$ cat src/rtl/conv_out_serializer.sv
// rtl/conv_out_serializer.sv - wide conv output beat to narrow output beat serializer
//
// Takes one cmgu-packed conv output beat (S_DATA_WIDTH bits) and re-emits it
// as BEATS beats of M_DATA_WIDTH bits, least-significant slice first. A
// two-entry ping-pong buffer lets the next wide beat land while the current
// one drains, so a full-rate narrow stream is sustained.
//
// Ports:
//   aclk           clock
//   areset         synchronous, active-high reset
//   s_axis_tready  conv side ready (depends on buffer occupancy only)
//   s_axis_tvalid  conv side valid
//   s_axis_tlast   last conv beat of packet
//   s_axis_tuser   per-beat sideband
//   s_axis_tdata   cmgu-packed accumulator words
//   m_axis_tready  downstream ready
//   m_axis_tvalid  output valid
//   m_axis_tlast   last narrow beat of packet
//   m_axis_tuser   sideband of the entry being drained
//   m_axis_tdata   current slice

module conv_out_serializer #(
   parameter int UNITS          = 4,
   parameter int GROUPS         = 1,
   parameter int COPIES         = 2,
   parameter int MEMBERS        = 2,
   parameter int WORD_WIDTH_ACC = 32,
   parameter int M_DATA_WIDTH   = 128,
   parameter int TUSER_WIDTH    = 8,
   localparam int S_DATA_WIDTH  = COPIES * MEMBERS * GROUPS * UNITS * WORD_WIDTH_ACC,
   localparam int BEATS         = S_DATA_WIDTH / M_DATA_WIDTH,
   localparam int BITS_BEATS    = (BEATS > 1) ? $clog2(BEATS) : 1
) (
   input  logic                    aclk,
   input  logic                    areset,
   output logic                    s_axis_tready,
   input  logic                    s_axis_tvalid,
   input  logic                    s_axis_tlast,
   input  logic [TUSER_WIDTH-1:0]  s_axis_tuser,
   input  logic [S_DATA_WIDTH-1:0] s_axis_tdata,
   input  logic                    m_axis_tready,
   output logic                    m_axis_tvalid,
   output logic                    m_axis_tlast,
   output logic [TUSER_WIDTH-1:0]  m_axis_tuser,
   output logic [M_DATA_WIDTH-1:0] m_axis_tdata
);

   logic [S_DATA_WIDTH-1:0] buf_data [2];
   logic [TUSER_WIDTH-1:0]  buf_user [2];
   logic                    buf_last [2];

   logic                  wr_ptr;
   logic                  rd_ptr;
   logic [1:0]            count;
   logic [BITS_BEATS-1:0] sub;

   logic push;
   logic out_hs;
   logic last_sub;
   logic pop;

   // Ready comes from occupancy alone, so there is no combinational path
   // from m_axis_tready back to the conv engine.
   assign s_axis_tready = (count != 2'd2);
   assign m_axis_tvalid = (count != 2'd0);

   assign push     = s_axis_tvalid & s_axis_tready;
   assign out_hs   = m_axis_tvalid & m_axis_tready;
   // With BEATS=1 the compare value is 0 and sub never leaves 0, so every
   // output handshake is a pop.
   assign last_sub = (sub == BITS_BEATS'(BEATS - 1));
   assign pop      = out_hs & last_sub;

   // Buffer contents are never reset, so outputs are forced to zero while
   // nothing valid is held.
   assign m_axis_tdata = m_axis_tvalid ? buf_data[rd_ptr][int'(sub) * M_DATA_WIDTH +: M_DATA_WIDTH]
                                       : '0;
   assign m_axis_tuser = m_axis_tvalid ? buf_user[rd_ptr] : '0;
   assign m_axis_tlast = m_axis_tvalid & buf_last[rd_ptr] & last_sub;

   // Storage: written only on an accepted conv beat.
   always_ff @(posedge aclk) begin
      if (push) begin
         buf_data[wr_ptr] <= s_axis_tdata;
         buf_user[wr_ptr] <= s_axis_tuser;
         buf_last[wr_ptr] <= s_axis_tlast;
      end
   end

   // Control state: pointers, occupancy and slice index.
   always_ff @(posedge aclk) begin
      if (areset) begin
         wr_ptr <= 1'b0;
         rd_ptr <= 1'b0;
         count  <= 2'd0;
         sub    <= '0;
      end else begin
         if (push) begin
            wr_ptr <= ~wr_ptr;
         end

         // sub only moves on an output handshake, which keeps the slice
         // stable under backpressure.
         if (out_hs) begin
            if (last_sub) begin
               sub    <= '0;
               rd_ptr <= ~rd_ptr;
            end else begin
               sub <= sub + BITS_BEATS'(1);
            end
         end

         // Push and pop together only happens at count==1 (push is blocked
         // at count==2), so the count simply holds.
         case ({push, pop})
            2'b10:   count <= count + 2'd1;
            2'b01:   count <= count - 2'd1;
            default: count <= count;
         endcase
      end
   end

endmodule
$ cat config.mk
export PLATFORM = sky130hd
export DESIGN_NAME = conv_out_serializer
export DESIGN_NICKNAME = d
export VERILOG_FILES = /design/src/rtl/conv_out_serializer.sv
export SDC_FILE = /design/constraint.sdc
export NUM_CORES = 1
export LEC_CHECK = 0
export CAP_MARGIN = 20
export CORE_ASPECT_RATIO = 1.75
export CORE_MARGIN = 3
export CORE_UTILIZATION = 35
export DETAILED_ROUTE_END_ITERATION = 7
export PLACE_DENSITY = 0.63
export SLEW_MARGIN = 20
export SYNTH_ARGS = -nofsm -noshare
export SYNTH_HDL_FRONTEND = slang
export SYNTH_SLANG_ARGS = --single-unit
$ cat constraint.sdc
create_clock -name aclk -period 13.95 [get_ports aclk]
set_clock_uncertainty 0.2 [all_clocks]
set_input_delay 1.395 -clock aclk [delete_from_list [all_inputs] [get_ports aclk]]
set_output_delay 1.395 -clock aclk [all_outputs]
set_load 0.02 [all_outputs]
## Word-level counts from Yosys, hierarchy flattened

Memory sizes are Yosys's and may differ from the RTL's. A register that Yosys moved wholly into a read port is not among the register bits.
Cells that the tools add are included.

| storage, ports and cells | value |
|---|---|
| bits in registers | 6 |
| memory bits (writable) | 1042 |
| input port bits | 525 |
| output and inout bits | 139 |
| memories kept | 3 |

| cells by class | value |
|---|---|
| add/subtract/negate cells | 3 |
| equality and inequality tests | 4 |
| shifts and indexed selects | 1 |
| multiplexer cells | 12 |
| bitwise gates (word level) | 7 |
| reduce and logical (&&, ||, !) cells | 3 |

Memories:

| memory | words | bits a word | rd ports | clocked after memory_dff | wr ports | RTL line | text |
|---|---|---|---|---|---|---|---|
| buf_data | 2 | 512 | 1 | 1 | 1 | 48 | `logic [S_DATA_WIDTH-1:0] buf_data [2];` |
| buf_user | 2 | 8 | 1 | 1 | 1 | 49 | `logic [TUSER_WIDTH-1:0] buf_user [2];` |
| buf_last | 2 | 1 | 1 | 1 | 1 | 50 | `logic buf_last [2];` |

Operators with widths:

| cell | number |
|---|---|
| 512-bit by 10-bit variable part select with 128-bit output | 1 |
| 128-bit 2-to-1 mux | 1 |
| 1-bit 2-to-1 mux | 8 |
| 8-bit 2-to-1 mux | 1 |
| 1-bit AND | 5 |
| 2-bit by 1-bit adder with 2-bit output (second input constant) | 2 |
| 2-bit equality test (second input constant) | 2 |
| 2-bit case mux with 2 select lines | 1 |
| 2-bit nonzero test | 2 |
| 2-bit by 1-bit equality test with 1-bit output (second input constant) | 1 |
| 2-bit 2-to-1 mux | 1 |
| 2-bit != test (second input constant) | 1 |
| 1-bit inverter | 2 |
| 2-bit AND reduction | 1 |
| 2-bit by 1-bit subtractor with 2-bit output (second input constant) | 1 |

## Depth between registers and ports, before layout

Gate-level depths: netlist (run 1).

| logic depth | value |
|---|---|
| depth in word-level cells | 5 |
| mapped depth | 7 |

## Worst setup path before layout (run 1)

OpenSTA, ideal clock, no wires.

| path | value |
|---|---|
| path type | input -> register |
| start point | input s_axis_tvalid |
| end point | memory buf_data[1][0] in the netlist's numbering (enable) |
| library setup time | 0.958 ns |
| data arrival time | 13.247 ns |
| data required time | 12.792 ns |
| setup slack | -0.456 ns |
| stages | 1 |
| buffers on the path | 0 |
| path through | and3_1 |

| on the way | value |
|---|---|
| word-level cells in the longest chain between the ends | 3 |

RTL lines:

| item | RTL line | text |
|---|---|---|
| start: declaration | 37 | `input logic s_axis_tvalid,` |
| 1-bit AND | 67 | `assign push = s_axis_tvalid & s_axis_tready;` |
| 1-bit 2-to-1 mux | 83 | `if (push) begin` |
| 1-bit 2-to-1 mux (implied by the code) | 84 | `buf_data[wr_ptr] <= s_axis_tdata;` |
| end: declaration | 48 |  |

No other way between the ends.

==> flow_summary.yaml, run 1 <==
synthesis:
  ys_types: 27
  netlist_top_cells_area: "edfxtp_1, mux2_2, o22ai_1"
  synth.avg_cell_area_um2: 19.1
  ys_ff_latch: 1049
  syn_area_um2: 40700
  synth_area_leader_cell: "edfxtp_1"
  synth_warnings: 0
  netlist_instances: 2126
  synth_nets: 2653
  ys_seq_area_frac: 0.773
  netlist.area_leader.share: 0.769
finish:
  mostFrequentLayoutCell: "edfxtp_1"
  syn_to_final_growth_pct: 27.2
  nFillCells: 9824
  final_cells: 4385
  num-nets-final: 3312
  layout-drive-gt1-share: 0.237
  seq_area_um2: 31400
  fin_area_um2: 51700
  layout_common_cells: "edfxtp_1, clkdlybuf4s50_1, mux2_2"
  multi_input_area_um2: 8360
clock_network:
  cts_buffers: 98
  path_clk_slew_ns: 0.06
  cts-resized-gates: 0
  cts_setup_buffers: 0
  worstSkewPairLatency_ns: 0.66
  cts_sinks: 1049
  ctsRootBufferMaster: "clkbuf_16"
  clockBufferDepth: 3
  cts_tree: "yes"
  ctsHoldBuffers: 0
  htreeDepth: 3
floorplan:
  die_x_um: 264
  die_area_um2: 120000
  die_h_um: 457
  initial_core_util: 0.355
  ios: 664
  rows: 164
  core_area_um2: 115000
setup_path:
  crit_path_max_fanout: 141
  startpoint_type: "flip-flop"
  r2r_start: "count[0]$_SDFFE_PP0P_"
  crit_type: "flip-flop to output pin"
  critPathRequiredTime_ns: 12.36
  cp.arrival_ns: 4.74
  end_kind: "output pin"
global_route:
  grt.overflow.total: 0
  grt_pass1_wl_mm: 156
  antenna_found_initial: 57
  grt_max_degree: 180
  grt_use_total: 0.174
  grt_pass1_vias: 24100
placed_design:
  numPortBuffers: 663
  gp_congestion: 0.836
  placed_area_um2: 48600
  dp.cells: 4179
  dpl.hpwl_mm: 71.4
timing:
  period_minus_slack_ns: 6.34
  slew_violations: 40
  setup_viol: 0
  tightestPinTransition_ns: 1.54
  tns_ns: 0
  fin_crit_sh: 0.454
  fmax_mhz: 158
  hold_viol: 0
  grt_setup_unrepaired: "false"
  maxSlewHeadroom: -0.0280
detailed_routing:
  wl_per_cell_um: 24.7
  wl_mm: 108
  viasPerCell: 5.14
  drc: 0
  drt_iter0_markers: 1832
  drtPass1Iterations: 5
  via_count: 22500
  drtAntennaViolNets: 0
min_path:
  worstHoldStart: "rd_ptr$_SDFFE_PP0P_"
  hp-class: "flip-flop to flip-flop"
power_and_ir_drop:
  leakage_nw: 16.4
  pwr-share-seq: 0.522
  p_switching_mw: 1.63
  p_sw_frac: 0.228
  p_int_mw: 5.54
  max-vdd-ir-drop_mv: 0.117
  pwr-share-comb: 0.114
  clkPwrFrac: 0.364
  power_density_nw_per_um2: 139
run_status:
  violations: "slew limit"
  status: "complete, but fails checks"
flow_run:
  max_cap_violations: 0
==> kinds of logic (layout without fill, tap and decap cells) <==
logic type / count (synthesis) / in the layout / synth area share
simple gates: 155 / 155 / 0.0188
other cells: 0 / 29 / 0
fa+ha+maj: 2 / 2 / 0.000615
flops: 1049 / 1049 / 0.773
compound gates: 264 / 264 / 0.0406
xor+xnor: 3 / 3 / 0.000646
mux: 521 / 521 / 0.144
buf+inv: 132 / 868 / 0.0225
==> area by class of cell <==
type                            instances  share of cell area
Sequential cell                      1049               0.608
Inverter                                3            0.000363
Multi-Input combinational cell        945               0.162
Clock buffer                          124              0.0495
Antenna cell                           29             0.00140
Clock inverter                         53              0.0106
Tap cell                             1494              0.0361
Timing Repair Buffer                  688               0.133
==> power by group through the flow <==
stage          logic (mW)  registers, mW  clock network, mW
2_1_floorplan       0.382           3.88                  0
3_3_place_gp        0.813           3.80                  0
3_5_place_dp        0.828           3.81                  0
4_1_cts             0.833           3.75               2.69
5_1_grt             0.871           3.76               2.81
6_report            0.817           3.75               2.61
==> final timing paths <==
kind	to	slack, ns	cells past startpoint
max	m_axis_tdata[25]	7.61	6
min	flip-flop	0.34	2
max reg2reg	buf_data[0][158]$_DFFE_PP_	9.88	5
min reg2reg	flip-flop	0.34	2
==> stage by stage <==
step / hold WS [ns] / utilization / setup slack [ns] / total power, mW
after floorplan: 0.272 / - / 1.36 / 4.27
after global placement: 0.290 / 0.423 / 8.06 / 4.61
after detailed placement: 0.320 / 0.423 / 7.95 / 4.64
after CTS: 0.347 / 0.450 / 7.20 / 7.27
after global routing: 0.378 / 0.451 / 7.37 / 7.44
final: 0.339 / 0.451 / 7.61 / 7.18
==> flip-flops by register name, summed over array words and instances, names as in the netlist, named ones only <==
register	cells
count	2
buf_user	16
buf_data	1024
rd_ptr	1
wr_ptr	1
sub	2
buf_last	2
==> worst max-delay path, stage by stage, from the launching register on <==
cell and delay, ns:
dfxtp_4 0.84, buf_4 0.84, buf_12 0.60, mux2_2 0.41, o22ai_1 0.46, nor3_1 0.09, clkdlybuf4s50_1 0.58
==> Yosys cell counts <==
| cell | count |
|---|---|
| nor2_1 | 13 |
| buf_2 | 35 |
| o21ai_0 | 2 |
| or2_2 | 1 |
| or3_1 | 2 |
| dfxtp_1 | 7 |
| xnor2_1 | 1 |
| mux2i_1 | 9 |
| a21bo_2 | 1 |
| nand3b_1 | 1 |
| buf_1 | 6 |
| o211ai_1 | 1 |
| ha_1 | 2 |
| edfxtp_1 | 1042 |
| clkbuf_1 | 33 |
| buf_6 | 45 |
| inv_1 | 3 |
| nand3_1 | 1 |
| o22ai_1 | 256 |
| mux2_2 | 512 |
| and3_1 | 1 |
| a21oi_1 | 4 |
| nand2_1 | 5 |
| nand2b_1 | 3 |
| buf_4 | 10 |
| nor3_1 | 128 |
| xor2_1 | 2 |
==> metal layers <==
layer / wire length (µm) / share of wire / vias to the layer above / GRT usage
met4: 2760 / 0.025 / 46 / 0.0587
met2: 53600 / 0.49 / 932 / 0.294
met5: 290 / 0.0027 / - / 0
met3: 11900 / 0.11 / 196 / 0.0728
met1: 39900 / 0.37 / 11400 / 0.199
li1: - / - / 9975 / -
Note: power is estimated with default switching activity, not from simulation.
==> run 2: changes to the inputs <==
--- a/config.mk
+++ b/config.mk
@@ -10,7 +10,7 @@
 export CORE_MARGIN = 3
 export CORE_UTILIZATION = 35
 export DETAILED_ROUTE_END_ITERATION = 7
-export PLACE_DENSITY = 0.63
+export PLACE_DENSITY = 0.61
 export SLEW_MARGIN = 20
 export SYNTH_ARGS = -nofsm -noshare
 export SYNTH_HDL_FRONTEND = slang
==> constraint.sdc (replaced) <==
create_clock -name aclk -period 6.45 [get_ports aclk]
set_clock_uncertainty 0.2 [all_clocks]
set_input_delay 0.645 -clock aclk [delete_from_list [all_inputs] [get_ports aclk]]
set_output_delay 0.645 -clock aclk [all_outputs]
set_load 0.02 [all_outputs]
==> run 2 against run 1 <==
  * The flow now finishes without violations
  * Final cell count up 0.43%
  * Combinational power increased by 120%
  * Via count shrank 0.61%
  * Critical path depth fell by 1
  * Clock power increased by 110%
  * Power grew 120%
  * Hold slack worse by 0.014 ns
  * Wire length grew 2.3%
  * Core utilization is 0.22 points higher
  * Global-route usage is 0.54 points higher
  * Largest power group unchanged
  * Non-clock buffer count is 15 higher
  * Flip-flop and latch count is the same
==> flow_summary.yaml, run 2 (synthesis gave the netlist of run 1 again) <==
setup_path:
  crit_type: "flip-flop to output pin"
  crit_path_max_fanout: 53
  critPathRequiredTime_ns: 5.60
  r2r_start: "count[0]$_SDFFE_PP0P_"
  end_kind: "output pin"
  startpoint_type: "flip-flop"
  cp.arrival_ns: 3.86
detailed_routing:
  via_count: 22400
  wl_per_cell_um: 25.2
  drtPass1Iterations: 7
  wl_mm: 111
  drtAntennaViolNets: 0
  drc: 0
  drt_iter0_markers: 1748
  viasPerCell: 5.08
finish:
  layout-drive-gt1-share: 0.243
  layout_common_cells: "edfxtp_1, clkdlybuf4s50_1, mux2_2"
  num-nets-final: 3326
  largest_reg_flops: 1024
  top_register: "buf_data"
  fin_area_um2: 52000
  reg_top3: "buf_data: 1024 flops, buf_user: 16 flops"
  mostFrequentLayoutCell: "edfxtp_1"
  syn_to_final_growth_pct: 27.9
power_and_ir_drop:
  leakage_nw: 16.5
  power_density_nw_per_um2: 297
  power_mw: 15.5
  max-vdd-ir-drop_mv: 0.254
clock_network:
  clockBufferDepth: 3
  cts_sinks: 1049
  ctsHoldBuffers: 0
  ctsRootBufferMaster: "clkbuf_16"
  htreeDepth: 3
  worstSkewPairLatency_ns: 0.66
  cts_tree: "yes"
  cts-resized-gates: 0
  path_clk_slew_ns: 0.06
  cts_buffers: 97
  cts_setup_buffers: 0
timing:
  tns_ns: 0
  tightestPinTransition_ns: 0.948
  slew_violations: 0
  hold_viol: 0
  grt_setup_unrepaired: "false"
  maxSlewHeadroom: 0.368
  fmax_mhz: 213
  period_minus_slack_ns: 4.70
  fin_crit_sh: 0.729
  setup_viol: 0
global_route:
  grt_max_degree: 122
  grt_use_total: 0.179
  grt_pass1_wl_mm: 160
  antenna_found_initial: 55
  grt_pass1_vias: 24200
  grt.overflow.total: 0
floorplan:
  rows: 164
  die_area_um2: 120000
  die_h_um: 457
  initial_core_util: 0.355
  die_x_um: 264
  ios: 664
  core_area_um2: 115000
placed_design:
  gp_congestion: 0.838
  dpl.hpwl_mm: 75.3
  placed_area_um2: 48800
  numPortBuffers: 663
flow_run:
  max_cap_violations: 0
min_path:
  worstHoldStart: "rd_ptr$_SDFFE_PP0P_"
  hp-class: "flip-flop to flip-flop"
run_status:
  status: "finished clean"
## run 2: worst paths after layout
check | slack [ns] | end | depth (start not counted)
max | 1.75 | m_axis_tdata[20] | 5
min | 0.32 | flip-flop | 2
max reg2reg | 3.58 | buf_data[0][213]$_DFFE_PP_ | 6
min reg2reg | 0.32 | flip-flop | 2
## run 2: cell type report
| type | instances | area, µm² |
|---|---|---|
| fill | 9785 | 62700 |
| sequential | 1049 | 31400 |
| multi-input combinational | 945 | 8370 |
| timing repair buffer | 703 | 7150 |
| clock buffer | 123 | 2580 |
| tap | 1494 | 1870 |
| clock inverter | 55 | 499 |
| antenna | 32 | 80.1 |
| inverter | 3 | 15.0 |
## run 2: power breakdown
group	internal (mW)	total, mW	switching (mW)	leakage [nW]
sequential	8.00	8.09	0.0919	9.81
clock	3.12	5.56	2.44	1.50
combinational	0.831	1.81	0.978	5.24
## run 2: worst max-delay path, cell delays in order (launching register included)
cell             delay (ns)
dfxtp_4                0.91
buf_4                  0.71
mux2_2                 0.28
o22ai_1                0.09
nor3_1                 0.44
clkdlybuf4s50_1        0.70
## run 2: per-layer routing
metal  vias up  track usage  share of wire
met5         -            0         0.0028
met4        48       0.0562          0.025
met3       173       0.0762           0.11
met2       877        0.303           0.49
met1     11300        0.206           0.37
li1      10000            -              -
## run 2: metrics by stage
step,util,std cells,hold slack (ns),worst slack [ns]
after floorplan,-,2126,0.272,-2.74
after global placement,0.425,4192,0.286,2.42
after detailed placement,0.426,4194,0.318,2.35
after CTS,0.453,4372,0.267,1.58
after global routing,0.453,4379,0.297,1.56
final,0.453,4404,0.325,1.75
